### src/rtl/muldiv_unit.sv
// rtl/muldiv_unit.sv - iterative HI/LO multiply/divide unit, one bit per cycle
//
// Purpose: MIPS-style HI/LO multiply/divide engine. A multiply produces the
// 2W-bit product as {hi,lo}. A divide produces the quotient in lo and the
// remainder in hi. Signed operations run on operand magnitudes, and the sign
// is fixed up in a final FIX cycle.
//
// Ports:
//   clk    - rising-edge clock
//   reset  - synchronous active-high reset; aborts any operation in flight
//   start  - begin an operation (taken only while idle)
//   op     - 00 MULT, 01 MULTU, 10 DIV, 11 DIVU
//   a, b   - operands (rs, rt)
//   mthi   - write wdata to hi while idle
//   mtlo   - write wdata to lo while idle
//   wdata  - data for mthi/mtlo
//   busy   - operation in progress
//   done   - one-cycle pulse after an operation has updated hi/lo
//   hi, lo - architectural HI/LO registers
module muldiv_unit #(
  parameter int W = 32
) (
  input  logic         clk,
  input  logic         reset,
  input  logic         start,
  input  logic [1:0]   op,
  input  logic [W-1:0] a,
  input  logic [W-1:0] b,
  input  logic         mthi,
  input  logic         mtlo,
  input  logic [W-1:0] wdata,
  output logic         busy,
  output logic         done,
  output logic [W-1:0] hi,
  output logic [W-1:0] lo
);

  localparam int CW = (W > 1) ? $clog2(W) : 1;
  localparam logic [CW-1:0] LAST = CW'(W - 1);

  typedef enum logic [1:0] {IDLE, RUN, FIX} state_t;

  state_t         r_state;
  state_t         w_next;
  logic [CW-1:0]  r_cnt;
  logic           r_is_div;
  logic [W-1:0]   r_a;       // raw dividend, returned in hi on divide by zero
  logic [W-1:0]   r_opnd;    // multiplicand or divisor magnitude
  logic [2*W-1:0] r_acc;     // mult: {partial product, multiplier}; div: {remainder, quotient}
  logic           r_neg_q;   // negate product / quotient at FIX
  logic           r_neg_r;   // negate remainder at FIX
  logic           r_done;
  logic [W-1:0]   r_hi;
  logic [W-1:0]   r_lo;

  logic           w_signed_in;
  logic [W-1:0]   w_abs_a;
  logic [W-1:0]   w_abs_b;
  logic [W:0]     w_mul_sum;
  logic [2*W-1:0] w_mul_next;
  logic [W:0]     w_div_shift;
  logic [W:0]     w_div_diff;
  logic [2*W-1:0] w_div_next;
  logic [2*W-1:0] w_prod;
  logic [W-1:0]   w_quo_mag;
  logic [W-1:0]   w_rem_mag;
  logic [W-1:0]   w_quo;
  logic [W-1:0]   w_rem;

  assign busy = (r_state != IDLE);
  assign done = r_done;
  assign hi   = r_hi;
  assign lo   = r_lo;

  // Operand magnitudes at issue. The most-negative value maps onto itself,
  // and that bit pattern is exactly its unsigned magnitude.
  assign w_signed_in = ~op[0];
  assign w_abs_a     = (w_signed_in && a[W-1]) ? -a : a;
  assign w_abs_b     = (w_signed_in && b[W-1]) ? -b : b;

  // Shift-add multiply step. The upper half is summed one bit wider so that
  // the carry can shift back into the product.
  assign w_mul_sum  = {1'b0, r_acc[2*W-1:W]} + (r_acc[0] ? {1'b0, r_opnd} : {(W+1){1'b0}});
  assign w_mul_next = {w_mul_sum, r_acc[W-1:1]};

  // Restoring divide step. Shift the next dividend bit into the remainder and
  // try to subtract. The shifted remainder can reach 2*divisor-1, which needs
  // W+1 bits. A restored value is below the divisor, so W bits hold it.
  assign w_div_shift = r_acc[2*W-1:W-1];
  assign w_div_diff  = w_div_shift - {1'b0, r_opnd};
  assign w_div_next  = w_div_diff[W] ? {w_div_shift[W-1:0], r_acc[W-2:0], 1'b0}
                                     : {w_div_diff[W-1:0],  r_acc[W-2:0], 1'b1};

  assign w_prod    = r_neg_q ? -r_acc : r_acc;
  assign w_quo_mag = r_acc[W-1:0];
  assign w_rem_mag = r_acc[2*W-1:W];
  assign w_quo     = r_neg_q ? -w_quo_mag : w_quo_mag;
  assign w_rem     = r_neg_r ? -w_rem_mag : w_rem_mag;

  always_ff @(posedge clk) begin
    if (reset) r_state <= IDLE;
    else       r_state <= w_next;
  end

  always_comb begin
    w_next = r_state;
    case (r_state)
      IDLE:    if (start) w_next = RUN;
      RUN:     if (r_cnt == LAST) w_next = FIX;
      FIX:     w_next = IDLE;
      default: w_next = IDLE;
    endcase
  end

  always_ff @(posedge clk) begin
    if (reset) begin
      r_cnt    <= '0;
      r_is_div <= 1'b0;
      r_a      <= '0;
      r_opnd   <= '0;
      r_acc    <= '0;
      r_neg_q  <= 1'b0;
      r_neg_r  <= 1'b0;
      r_done   <= 1'b0;
      r_hi     <= '0;
      r_lo     <= '0;
    end else begin
      r_done <= 1'b0;
      case (r_state)
        IDLE: begin
          if (start) begin
            // start wins over mthi/mtlo on the same edge
            r_cnt    <= '0;
            r_is_div <= op[1];
            r_a      <= a;
            r_neg_q  <= w_signed_in & (a[W-1] ^ b[W-1]);
            r_neg_r  <= (op == 2'b10) & a[W-1];
            if (op[1]) begin
              r_opnd <= w_abs_b;
              r_acc  <= {{W{1'b0}}, w_abs_a};
            end else begin
              r_opnd <= w_abs_a;
              r_acc  <= {{W{1'b0}}, w_abs_b};
            end
          end else begin
            if (mthi) r_hi <= wdata;
            if (mtlo) r_lo <= wdata;
          end
        end
        RUN: begin
          r_acc <= r_is_div ? w_div_next : w_mul_next;
          r_cnt <= r_cnt + CW'(1);
        end
        FIX: begin
          r_done <= 1'b1;
          r_cnt  <= '0;
          if (!r_is_div) begin
            {r_hi, r_lo} <= w_prod;
          end else if (r_opnd == '0) begin
            // a zero divisor magnitude means b was zero
            r_hi <= r_a;
            r_lo <= '1;
          end else begin
            r_hi <= w_rem;
            r_lo <= w_quo;
          end
        end
        default: ;
      endcase
    end
  end

endmodule

### config.mk
export PLATFORM = sky130hd
export DESIGN_NAME = muldiv_unit
export DESIGN_NICKNAME = d
export VERILOG_FILES = /design/src/rtl/muldiv_unit.sv
export SDC_FILE = /design/constraint.sdc
export NUM_CORES = 1
export LEC_CHECK = 0
export BUFFER_PORTS_ARGS = -buffer_cell sky130_fd_sc_hd__buf_2
export CAP_MARGIN = 20
export CORE_MARGIN = 2
export CORE_UTILIZATION = 52
export CTS_CLUSTER_SIZE = 16
export DETAILED_ROUTE_END_ITERATION = 8
export GPL_ROUTABILITY_DRIVEN = 0
export PLACE_DENSITY = 0.68
export SYNTH_ARGS = -nofsm -noshare
export SYNTH_HDL_FRONTEND = slang
export SYNTH_SLANG_ARGS = --single-unit
export TNS_END_PERCENT = 100
### constraint.sdc
create_clock -name clk -period 4.9 [get_ports clk]
set_clock_uncertainty 0.1 [all_clocks]
set_input_delay 0.49 -clock clk [delete_from_list [all_inputs] [get_ports clk]]
set_output_delay 0.49 -clock clk [all_outputs]
set_load 0.02 [all_outputs]
==> results.md <==
* Outcome: finished, final reports clean
* Critical Path Sink Type: flip-flop
* DP HPWL at 45.5 mm
* Post-synth cell types at roughly 70
* GR Util met2 at 54.4%
* Min Tclk post-route at just over 4000 ps
* Area taken by multi-input logic gates at 11,400 sq um
* Critical path class: reg2reg
* Clock-pin slew on the worst setup and hold paths at 70 ps
* Int Pwr at approximately 3400 uW
* Switch share at 34.1%
* YS warnings at 0
* # Max-Cap Violations at 0
* Worst-path cell chain: and2_1, ha_1, inv_1, fa_1, nand2b_1, a21oi_1, o21ai_0, a31oi_1, a21oi_1, o311ai_0, and3_1, o21ai_0, a21boi_0, a41oi_1
* Avg WL per Cell at 22.4 um
* Gr usage total at a little over a third
* Num Clock Sinks at 203
* RSZ-0062 raised after global routing: false
* Post-synthesis cell count at 2,221
* CTS buffer count at 24
* Syn avg cell area at 7.34 sq um
* CP max FO at 8
* Post-synth EDFFs at 0
* Sw power at 1750 uW
* Synth top area cells: dfxtp_1 25%, mux2i_1 6.7%, a21oi_1 6.4%, nand2_1 5.7%, nor2_1 5.7%
* Reg area at about 4100 sq um
* DRC errors left at 0
* Worst Path Required at 5190 ps
* Row cnt at 64
* Area Overhead vs Synth at 11.7%
* Starting DRC count in detailed routing at between 2,000 and 2,500
* Most common cell after layout, fill and taps aside: nand2_1
* GR Util met1 at 49.7%
* Max-slew violation count at 0
* Hold Fails Final Rpt at 0
* Core area at 30,700 sq um
* Post-CTS Hold Fix Bufs at 0
* Routed WL at 60.5 mm
* Die H at ~180 um
* Vias in the first global route at 15,829
* Pin count of the biggest net entering global routing at 90
* Period utilization at between 80% and 90%
* Post-route ant nets at 0
* Synth area leader: dfxtp_1
* # Post-CTS Setup Buffers at 0
* Clk_lat worst skew at between 500 and 600 ps
* Busiest grt layer: met2
* Synthesized Nets at approximately 2,400
* Combinational power share at around a quarter
* M3 GR Usage at between 6 and 7%
* Synth Cell Area at about 16,000 sq um
* Measured slew at the worst slew-check pin at 1020 ps
* Filler cells at around 2,900
* DR vias at 17,454
* Layout cells sized above 1 at 12.4%
* Nets at 2,463
* Pre-CTS setup slack at 936 ps
* Port Buf Inserts at between 150 and 200
* Max Clock Freq at 241 MHz
* Vias/cell at 6.46
* Slowest-stage cell, CP: o311ai_0
* Seq/Total Area, Yosys at 24.9%
* Sequential Power Share at 36.7%
* Crit path DAT at 4440 ps
* Post-CTS Resized at 0
* Initial antenna violation count at 3
* Startpoint types: flip-flop
* Die Wd at 181 um
* Io pins at 169
* Worst path max stage delay at around 600 ps
* Starting Density at 53.0%
* Post-route setup slack at 752 ps
* Prevailing post-synth register cell: dfxtp_1
* PD cells at between 200 and 300 nW/um^2
* Synth async-reset ratio at 0%
* TNS Setup at 0 ps
* Worst hold-check path type: in2reg
* TritonCTS clock tree: done
* Setup slack, reg-to-reg at 750 ps
* Worst slew margin at 31.7%
* First-pass DRT Iterations at 6
* Die area at 32,800 sq um
* Synth top area share at 24.9%
* Commonest cells after routing, fill and taps aside: 249 x nand2_1, 244 x nor2_1, 209 x a21oi_1, 201 x dfxtp_1, 167 x buf_2
* P_leak at 0.00739 uW
* Clock Tree Root: clkbuf_16
* Setup violators final at 0
* Yosys reg bits at 203
* First-pass GRT wire length at between 90 and 100 mm
* Gr ovfl total at 0
* Clock group share of total power at 37.5%
* CTS Buffer Depth at 3
* Worst VDD drop at 0.253 mV
* # H-tree levels at 1
[cell families after synthesis]
kind of cell,count (synthesis),synth area share [%]
simple gates,763,21.5
compound gates,646,25.2
buf+inv,233,5.42
flops,203,24.9
xor+xnor,189,10.2
mux,115,7.11
fa+ha+maj,72,5.62
[final timing paths]
check,endpoint,startpoint,depth (start not counted)
hold / removal,r_a[25],a[25],3
setup / recovery,r_acc[61],r_acc[0],14
hold reg to reg,hi[24],hi[24],2
setup reg to reg,r_acc[61],r_acc[0],14
[layout make-up]
cell class | instances | share of cell area (%)
diodes | 1 | 0.0137
clock buffers | 34 | 3.78
flip-flops and latches | 203 | 22.4
multi-input cells | 1785 | 62.6
inverters | 72 | 1.48
clock inverters | 10 | 0.825
repair buffers | 202 | 6.17
well taps | 396 | 2.72
[cell usage after synthesis, types with 6 or more instances]
cell and instances:
buf_1 10, a311oi_1 12, nand2b_1 18, a31oi_1 33
nor4_1 26, o41ai_1 13, and2_1 6, clkbuf_1 149
o211ai_1 32, nor3_1 73, nor3b_1 6, nor2_1 249
or3_1 22, o21a_1 7, nor2b_1 11, or4_1 17
a2111oi_0 6, mux2_2 6, o31ai_1 21, a22o_1 7
nand4_1 15, a22oi_1 19, nand3_1 19, a21o_1 33
xor2_1 83, dfxtp_1 203, o21ai_0 124, xnor2_1 106
or2_2 15, inv_1 69, nand2_1 249, a221oi_1 40
mux2i_1 109, a21oi_1 209, a211oi_1 40, and3_1 14
o21bai_1 6, ha_1 70
[per-stage QoR]
step                      util (%)  cells  total power, uW  cell area (sq um)  hold WS [ps]
after global routing          59.2   2702             5310              18200           132
after floorplan                  -   2221             2750              16300           334
after detailed placement      56.4   2657             3190              17300           346
after CTS                     59.1   2701             5090              18200           109
final                         59.2   2703             5120              18200           118
after global placement        56.4   2657             3170              17300           345
[state kept, by name, indices dropped and copies added (netlist names)]
signal / flops
r_state: 2
r_acc: 64
r_is_div: 1
r_cnt: 5
r_opnd: 32
done: 1
r_neg_r: 1
lo: 32
r_a: 32
hi: 32
r_neg_q: 1
[worst max-delay path, delay by kind of cell (launching register included)]
kind | cells | cell delay [ps]
AOI/OAI and AO/OA | 8 | 2110
adders and majority gates | 2 | 600
buffers and inverters | 1 | 70
DFF | 1 | 470
and+or+nand+nor | 3 | 620
[power by group through the flow]
stage               combinational (uW)  sequential [uW]  clock [uW]
floorplan                          882             1870           0
global placement                  1260             1910           0
detailed placement                1280             1910           0
CTS                               1290             1870        1930
global route                      1430             1890        1990
finish                            1320             1880        1920
[layer usage]
| metal | vias to the layer above | wire, um |
|---|---|---|
| li1 | 8139 | - |
| met1 | 8233 | 25700 |
| met2 | 918 | 25600 |
| met3 | 160 | 6050 |
| met4 | 4 | 3130 |
| met5 | - | 26 |
Note: power is estimated with default switching activity, not from simulation.
